===== config.mk =====
export PLATFORM = sky130hd
export DESIGN_NAME = regfile_2r1w
export DESIGN_NICKNAME = d
export VERILOG_FILES = /design/src/rtl/regfile_2r1w.sv
export SDC_FILE = /design/constraint.sdc
export NUM_CORES = 1
export LEC_CHECK = 0
export ABC_AREA = 1
export CAP_MARGIN = 20
export CORE_MARGIN = 2
export CORE_UTILIZATION = 44
export DETAILED_ROUTE_END_ITERATION = 16
export GPL_TIMING_DRIVEN = 0
export REMOVE_ABC_BUFFERS = 1
export SLEW_MARGIN = 20
export SYNTH_ARGS = -nofsm -noshare
export SYNTH_HDL_FRONTEND = slang
export SYNTH_SLANG_ARGS = --single-unit

===== constraint.sdc =====
create_clock -name clk -period 3.51 [get_ports clk]
set_input_delay 0.351 -clock clk [delete_from_list [all_inputs] [get_ports clk]]
set_output_delay 0.351 -clock clk [all_outputs]
set_load 0.02 [all_outputs]

===== src/rtl/regfile_2r1w.sv =====
// Two-read / one-write register file with same-cycle write bypass, optional
// hard-wired zero register and a one-register-per-cycle clear sweep.
module regfile_2r1w #(
   parameter int WIDTH   = 16,
   parameter int REGS    = 16,
   parameter int ADDR_W  = $clog2(REGS),
   parameter bit R0_ZERO = 1'b0
) (
   input  logic              clk,
   input  logic              reset,
   input  logic              wrEn,
   input  logic [ADDR_W-1:0] wrAddr,
   input  logic [WIDTH-1:0]  wrData,
   input  logic [ADDR_W-1:0] rdAddrA,
   input  logic [ADDR_W-1:0] rdAddrB,
   output logic [WIDTH-1:0]  rdDataA,
   output logic [WIDTH-1:0]  rdDataB,
   input  logic              clear,
   output logic              busy,
   output logic              done,
   output logic              wrReject
);

   typedef enum logic {IDLE = 1'b0, SWEEP = 1'b1} state_t;

   state_t            state_reg;
   logic [ADDR_W-1:0] ptr_reg;
   logic              done_reg;
   logic [WIDTH-1:0]  regs_reg [REGS];

   logic              wr_drop;
   logic              wr_ok;
   logic              sweeping;
   logic [REGS-1:0]   wr_sel;
   logic [REGS-1:0]   clr_sel;

   assign sweeping = (state_reg == SWEEP);
   assign wr_drop  = R0_ZERO && (wrAddr == '0);
   assign wr_ok    = wrEn && !sweeping && !wr_drop;
   assign wrReject = wrEn && (sweeping || wr_drop);
   assign busy     = sweeping;
   assign done     = done_reg;

   // Per-register decode: the sweep owns the file, so a write is never
   // selected while clr_sel can be active.
   generate
      for (genvar gi = 0; gi < REGS; gi++) begin : g_sel
         assign wr_sel[gi]  = wr_ok && (wrAddr == ADDR_W'(gi));
         assign clr_sel[gi] = sweeping && (ptr_reg == ADDR_W'(gi));
      end
   endgenerate

   always_ff @(posedge clk or negedge reset) begin
      if (!reset) begin
         for (int i = 0; i < REGS; i++) regs_reg[i] <= '0;
      end else begin
         for (int i = 0; i < REGS; i++) begin
            if (clr_sel[i])
               regs_reg[i] <= '0;
            else if (wr_sel[i])
               regs_reg[i] <= wrData;
         end
      end
   end

   always_ff @(posedge clk or negedge reset) begin
      if (!reset) begin
         state_reg <= IDLE;
         ptr_reg   <= '0;
         done_reg  <= 1'b0;
      end else begin
         done_reg <= 1'b0;
         case (state_reg)
            IDLE: begin
               if (clear) begin
                  state_reg <= SWEEP;
                  ptr_reg   <= '0;
               end
            end
            SWEEP: begin
               if (ptr_reg == ADDR_W'(REGS - 1)) begin
                  state_reg <= IDLE;
                  ptr_reg   <= '0;
                  done_reg  <= 1'b1;
               end else begin
                  ptr_reg <= ptr_reg + ADDR_W'(1);
               end
            end
            default: state_reg <= IDLE;
         endcase
      end
   end

   // Zero register overrides bypass, bypass overrides stored contents.
   function automatic logic [WIDTH-1:0] read_port(input logic [ADDR_W-1:0] addr);
      logic [WIDTH-1:0] val;
      val = regs_reg[addr];
      if (wr_ok && (wrAddr == addr)) val = wrData;
      if (R0_ZERO && (addr == '0)) val = '0;
      return val;
   endfunction

   assign rdDataA = read_port(rdAddrA);
   assign rdDataB = read_port(rdAddrB);

endmodule


# --- Word level (Yosys, flattened, before mapping) ---
# Index checks and enable logic that the tools add are counted.
classes:
  add_sub_neg: 1
  order_cmp: 2
  n_eq_ne: 33
  muxes: 48
  bitwise_logic: 3
  reduce_logical: 55
ops:
  columns: ["cell", "count"]
  rows:
  - ["$mux W16", 38]
  - ["$bmux W16 S4", 2]
  - ["$eq A4 B4 Y1 const B", 16]
  - ["$logic_and A1 B1 Y1", 36]
  - ["$eq A4 B3 Y1 const B", 8]
  - ["$reduce_bool A2 Y1", 16]
  - ["$eq A4 B2 Y1 const B", 4]
  - ["$ge A5 B5 Y1 const B", 2]
  - ["$not A4 Y5", 2]
  - ["$eq A4 B1 Y1 const B", 2]
  - ["$eq A4 B4 Y1", 2]
  - ["$logic_not A4 Y1", 2]
  - ["$mux W4", 2]
  - ["$pmux W4 S2", 1]
  - ["$add A4 B1 Y4 const B", 1]
  - ["$mux W1", 4]
  - ["$ne A2 B2 Y1 const B", 1]
  - ["$pmux W1 S2", 1]
  - ["$logic_not A1 Y1", 1]
  - ["$not A1 Y1", 1]
totals:
  reg_bits: 262
  inputBits: 32
  out_inout_bits: 35
  elab_cells: 161

# --- Longest topological paths before layout ---
# Gate-level depths: netlist (run 1).
depth:
  depth_word: 5
  ltp_mapped: 11
  ltp_nobuf: 8

# --- Worst setup path after synthesis (run 1) ---
# OpenSTA, ideal clock, no wires.
synth_path:
  path_type: "register -> output"
  from: "reg state_reg, in the netlist busy"
  to: "out rdDataA[10]"
  arrival_time_ps: 1708
  required_time_ps: 3159
  setup_slack_ps: 1451
  path_stages_with_launch: 10
  path_buffers: 2
  path_cell_list: "dfrtp_1 > buf_6 > inv_2 > nand2_2 > nor3_2 > nand3_2 > inv_2 > buf_4 > nand2_1 > nand2_1"
synth_via:
  elab_chain_len: 4
synth_rtl:
  columns: ["item", "line", "text"]
  rows:
  - ["from (decl)", "26", "state_t state_reg;"]
  - ["from (signal assigned)", "68", "state_reg <= IDLE;"]
  - ["from (signal assigned)", "76", "state_reg <= SWEEP;"]
  - ["from (signal assigned)", "82", "state_reg <= IDLE;"]
  - ["$logic_not A1 Y1", "39", "assign wr_ok = wrEn && !sweeping && !wr_drop;"]
  - ["$logic_and A1 B1 Y1", "39", null]
  - ["$logic_and A1 B1 Y1", "98", "if (wr_ok && (wrAddr == addr)) val = wrData;"]
  - ["$mux W16", "98", null]
  - ["to (decl)", "16", "output logic [WIDTH-1:0] rdDataA,"]
# No other way between the ends.

# --- Worst setup path in the final report (run 1) ---
layout_path:
  from: "in rdAddrB[1]"
  to: "out rdDataB[2]"
layout_via:
  elab_chain_len: 5
  word_cells_on_any_way: 7
  cone_classes: "eq/ne (1); mux (4); bitwise (1); reduce/logical (1)"
layout_rtl:
  columns: ["item", "line", "text"]
  rows:
  - ["from (decl)", "15", "input logic [ADDR_W-1:0] rdAddrB,"]
  - ["$not A4 Y5 (implied by the code)", "97", "val = regs_reg[addr];"]
  - ["$bmux W16 S4", "97", null]
  - ["$mux W16 (implied by the code) (2 in series)", "97", null]
  - ["$mux W16 *", "98", null]
  - ["to (decl)", "17", "output logic [WIDTH-1:0] rdDataB,"]
# Every way passes the cells marked *; elsewhere a longest branch is shown, timed or not. The select of a mux whose other input is x is not followed.

==> impl_metrics.yaml, run 1 <==
status:
  status: "finished, final reports clean"
cts:
  cts_tree: "yes"
  cts_root_buffer: "clkbuf_16"
  clock_path_buffers: 3
  clk_latency_ns: 0.57
  cts.sinks: 262
  h-tree-depth: 1
  cts_made_buffers: 31
  clk_pin_slew_worst_paths_ns: 0.05
cells_and_area:
  multi_input_area_um2: 6960
  largest_reg_flops: 256
  fin_cells: 2602
  area_growth_pct: 12.7
  seq_area_um2: 6560
  final_util_pct: 50.3
  num_antenna_cells: 0
  nNetsFinal: 2160
  fillCellCount: 3424
  drive_gt1_share_pct: 5.96
detailed_routing:
  firstDrtPassIters: 6
  routedWlPerCell_um: 22.3
  vias: 15500
  wl_um: 58100
  drc: 0
  drt_iter0_markers: 2060
  postRouteAntennaNets: 0
  avgViaCountPerCell: 5.97
global_route:
  grt_pass1_wl_um: 87900
  gr-usage-all-layers_pct: 31.7
  grt_remaining_overflow: 0
  grt_pass1_vias: 14700
  grt_max_degree: 96
  antenna_found_initial: 0
critical_path:
  worstPathArrival_ns: 3.06
  crit_required_ns: 3.16
  critPathMaxFanout: 45
  path_class: "input pin to output pin"
  worstSetupEndpointType: "output pin"
  start_kind: "input pin"
pwr:
  seqPwrFrac_pct: 38.0
  power_frac_comb_pct: 28.9
  p_sw_mw: 3.37
  leakage_nw: 8.95
  p_per_area_nw_per_um2: 547
  vdd_drop_max_v: 0.000442
  total_power_mw: 9.48
  clkPwrFrac_pct: 33.1
  p_int_mw: 6.10
  p_sw_share_pct: 35.6
synthesis:
  ys_seq_elements: 262
  syn_area_per_cell_um2: 7.10
  synth_warnings: 0
  yosysUniqueCellTypes: 26
  ys_seq_area_share_pct: 42.6
  netlist_instances: 2165
  syn_area_um2: 15400
job:
  max-cap-violations: 0
sta:
  fin_crit_ns: 3.41
  slew_violations: 0
  setup_viol: 0
  hold_viol: 0
  grt_setup_unrepaired: "false"
  slew-limit-headroom_pct: 46.8
  period_share_pct: 97.2
  skew_ns: 0.0106
  worst-slew-pin-transition_ns: 0.798
  fin_tns_setup_ns: 0
  max_freq_ghz: 0.293
  setup_ws_ns: 0.0993
placement:
  dp_hpwl_um: 33500
  place_inst: 2538
  dp_slack_ns: -1.04
  numPortBuffers: 66
  gp_congestion: 0.869
die:
  start_util_pct: 44.6
  die_w_um: 191
  dieHeight_um: 191
  die-area_um2: 36500
  rows: 68
  ios: 67
  core_um2: 34500
worst_hold_path:
  min_path_type: "input pin to async pin"
-- critical path, cell delays in order --
cell and delay [ns]:
buf_6 0.23, buf_16 0.30, inv_4 0.24, buf_12 0.26
o22ai_1 0.30, clkinv_4 0.25, nand3_4 0.25, nand2_1 0.09
nand2_1 0.09, clkdlybuf4s50_1 0.60
-- cells in the final DEF, fill, tap and decap left out, drive strengths merged --
cell	instances
ha	4
clkdlybuf4s15	2
inv	295
dfrtp	262
nand3	453
clkbuf	51
clkinv	6
clkinvlp	2
o22ai	259
o21ai	7
a21oi	1
xor2	2
clkdlybuf4s50	57
bufinv	1
xnor2	1
nand2	679
nor2	14
nor3	7
nand4	16
buf	27
dlygate4sd3	1
-- metrics by stage --
stage                     area [um2]  hold WS [ns]
final                          17300         0.349
after global routing           17300         0.395
after CTS                      17300         0.390
after detailed placement       16200         0.388
after global placement         15800         0.513
after floorplan                14600        0.0554
-- power by group through the flow --
stage	Sequential, mW	Combinational [mW]	Clock (mW)
finish	3.60	2.74	3.14
global route	3.64	2.98	3.29
CTS	3.60	2.66	3.16
detailed placement	3.65	2.65	0
global placement	3.66	2.65	0
floorplan	3.62	1.67	0
-- final timing paths --
path	startpoint	endpoint	slack, ns	cells past startpoint
max in group asynchronous	reset	regs_reg[216]	2.21	3
worst min register to register	regs_reg[166]	regs_reg[166]	0.54	2
worst max register to register	busy	regs_reg[200]	1.04	6
worst max-delay path	rdAddrB[1]	rdDataB[2]	0.1	10
worst min-delay path	reset	regs_reg[65]	0.35	2
min in group clk	clear	ptr_reg[2]	0.44	4
-- cells in the mapped netlist, drive strengths merged --
| library cell | n | share of area (%) |
|---|---|---|
| xnor2 | 1 | 0.057 |
| nand2 | 679 | 17 |
| inv | 296 | 7.2 |
| ha | 4 | 0.33 |
| nand3 | 453 | 15 |
| xor2 | 2 | 0.11 |
| a21oi | 1 | 0.057 |
| nand4 | 16 | 0.65 |
| buf | 89 | 3.2 |
| dfrtp | 262 | 43 |
| clkinv | 2 | 0.049 |
| nor3 | 7 | 0.63 |
| nor2 | 14 | 0.34 |
| clkbuf | 73 | 1.8 |
| o21ai | 7 | 0.52 |
| o22ai | 259 | 11 |
-- final cells by class --
class                           count  share of cell area, %
Sequential cell                   262                   37.9
Clock buffer                       50                   5.24
Clock inverter                      6                  0.332
Multi-Input combinational cell   1443                   40.2
Tap cell                          455                   3.29
Inverter                          298                   6.66
Timing Repair Buffer               88                   6.48
-- cells by family (layout without fill, tap and decap cells) --
kind of cell | Yosys count | after routing | share of synthesized area, %
buf+inv | 460 | 442 | 12.2
compound gates | 267 | 267 | 11.1
flops | 262 | 262 | 42.6
simple gates | 1169 | 1169 | 33.5
xor+xnor | 3 | 3 | 0.171
fa+ha+maj | 4 | 4 | 0.326
-- metal layers --
metal	wire length [um]	track usage (%)	up-vias
met5	0	0	-
met4	2190	12.5	0
met3	5540	5.49	160
met2	26100	48.0	846
met1	24300	45.0	7497
li1	-	-	7038
-- repair_timing --
action | 4_1_cts | 5_1_grt
resized for setup | 15 | 2
pin swaps | 1 | 2
buffers inserted | 2 | 4
cloned | 0 | 1
endpoints found under the setup margin | 32 | 32
hold endpoints to repair | 73 | 0
hold buffers | 1 | 0
Note: power is estimated with default switching activity, not from simulation.
==> run 2: changes to the inputs <==
--- a/config.mk
+++ b/config.mk
@@ -12,6 +12,7 @@
 export DETAILED_ROUTE_END_ITERATION = 16
 export GPL_TIMING_DRIVEN = 0
 export REMOVE_ABC_BUFFERS = 1
+export SETUP_SLACK_MARGIN = 0.05
 export SLEW_MARGIN = 20
 export SYNTH_ARGS = -nofsm -noshare
 export SYNTH_HDL_FRONTEND = slang
==> run 2 against run 1 <==
Net effect:
- power barely moved
- highest routed layer unchanged
- clock skew decreased by 0.0015 ns
- worst hold slack better by 0.0026 ns
- global-route usage grew 0.13 points
- first-iteration DRC count is 3.6% higher
- clock-buffer cell count unchanged
- cell count about the same
- die area unchanged
- flip-flop and latch count unchanged
- fmax up 2.0%
- combinational power about the same
==> impl_metrics.yaml, run 2 (synthesis gave the netlist of run 1 again) <==
cts:
  h-tree-depth: 1
  clk_pin_slew_worst_paths_ns: 0.05
  clk_latency_ns: 0.57
  cts_root_buffer: "clkbuf_16"
  cts_tree: "yes"
  clock_path_buffers: 3
  cts_made_buffers: 31
  cts.sinks: 262
cells_and_area:
  final_cell_area_um2: 17400
  nNetsFinal: 2161
  final_util_pct: 50.4
  num_antenna_cells: 0
  fillCellCount: 3421
  area_growth_pct: 12.9
  final_cell_mix: "650 x nand2_1, 451 x nand3_1, 285 x inv_1"
  drive_gt1_share_pct: 6.01
  largest_reg_flops: 256
  multi_input_area_um2: 6960
  fin_cells: 2603
  layout_commonest_cell: "nand2_1"
  seq_area_um2: 6560
sta:
  skew_ns: 0.00912
  fin_tns_setup_ns: 0
  setup_ws_ns: 0.166
  max_freq_ghz: 0.299
  slew_violations: 0
  holdWs_ns: 0.352
  setup_viol: 0
  worst-slew-pin-transition_ns: 0.806
  slew-limit-headroom_pct: 46.3
  fin_crit_ns: 3.34
  period_share_pct: 95.3
  hold_viol: 0
  grt_setup_unrepaired: "false"
placement:
  dp_slack_ns: -1.04
  placed_cell_area_um2: 16200
  dp_hpwl_um: 33500
  place_inst: 2538
  numPortBuffers: 66
  gp_congestion: 0.869
pwr:
  total_power_mw: 9.47
  p_int_mw: 6.11
  p_per_area_nw_per_um2: 546
  p_sw_mw: 3.36
  seqPwrFrac_pct: 38.0
  p_sw_share_pct: 35.5
  vdd_drop_max_v: 0.000444
  clkPwrFrac_pct: 33.0
  power_frac_comb_pct: 29.0
  leakage_nw: 8.96
critical_path:
  cp_cell_sequence: "clkdlybuf4s15_2 -> clkinv_2 -> nor2_1 -> nor3_4 -> nand3_4 -> nand2_1 -> nand2_1 -> clkdlybuf4s50_1"
  worstPathArrival_ns: 2.99
  path_delay_family: "buffers and inverters"
  rr_worst_depth: 6
  worstSetupEndpointType: "output pin"
  start_kind: "input pin"
  path_class: "input pin to output pin"
  path_common_cell: "nand2_1"
  slowest_stage: "clkdlybuf4s15_2"
  critPathMaxFanout: 18
  crit_required_ns: 3.16
  crit_buf_inv: 3
  crit_cells: 8
  cp_slowest_stage_delay_ns: 0.62
detailed_routing:
  firstDrtPassIters: 7
  vias: 15500
  postRouteAntennaNets: 0
  wl_met1_um: 24200
  highest_layer: "met4"
  routedWlPerCell_um: 22.4
  drt_iter0_markers: 2134
  avgViaCountPerCell: 5.97
  wl_um: 58200
  drc: 0
  dr_wl_met2_um: 25800
  wl_met3_um: 5760
die:
  core_um2: 34500
  die_w_um: 191
  rows: 68
  start_util_pct: 44.6
  dieHeight_um: 191
  ios: 67
  die-area_um2: 36500
worst_hold_path:
  min_path_type: "input pin to async pin"
global_route:
  grt_max_degree: 96
  antenna_found_initial: 0
  grt_remaining_overflow: 0
  grt_pass1_wl_um: 88200
  grt_pass1_vias: 14800
  gr-usage-all-layers_pct: 31.8
status:
  status: "finished, final reports clean"
job:
  max-cap-violations: 0
[run 2: path summary, 6_finish.rpt]
path / from / endpoint / slack [ns]
min reg2reg: regs_reg[166] / regs_reg[166] / 0.54
min in group clk: clear / ptr_reg[2] / 0.44
min: reset / regs_reg[65] / 0.35
max reg2reg: busy / regs_reg[109] / 1.02
max: rdAddrB[3] / rdDataB[2] / 0.17
max in group asynchronous: reset / regs_reg[218] / 2.21
[run 2: what timing repair did]
action                     4_1_cts  5_1_grt
cloned                           1        1
pin swaps                        2        0
setup buffers                    4        2
setup endpoints to repair       32       21
hold buffers                     1        0
hold endpoints to repair        73        0
resized for setup               15        2
[run 2: final cells by class]
| class | count | area share (%) |
|---|---|---|
| clock inverters | 6 | 0.332 |
| well taps | 455 | 3.28 |
| flip-flops and latches | 262 | 37.8 |
| clock buffers | 50 | 5.23 |
| inverters | 298 | 6.65 |
| repair buffers | 89 | 6.65 |
| multi-input cells | 1443 | 40.1 |
[run 2: power groups by stage]
stage	Sequential [mW]	Clock, mW	Combinational (mW)
2_1_floorplan	3.62	0	1.67
3_3_place_gp	3.66	0	2.65
3_5_place_dp	3.65	0	2.65
4_1_cts	3.60	3.16	2.67
5_1_grt	3.64	3.29	2.99
6_report	3.60	3.13	2.74
[run 2: worst reg2reg max path, delay by kind of cell (launching register included)]
kind	cells	cell delay [ns]
and+or+nand+nor	4	1.57
AOI/OAI and AO/OA	1	0.15
buffers and inverters	1	0.14
DFF	1	0.48
[run 2: metal layers]
metal,vias up,GRT usage (%)
met5,-,0
met4,0,12.8
met3,180,5.69
met2,854,48.1
met1,7462,45.0
li1,7046,-
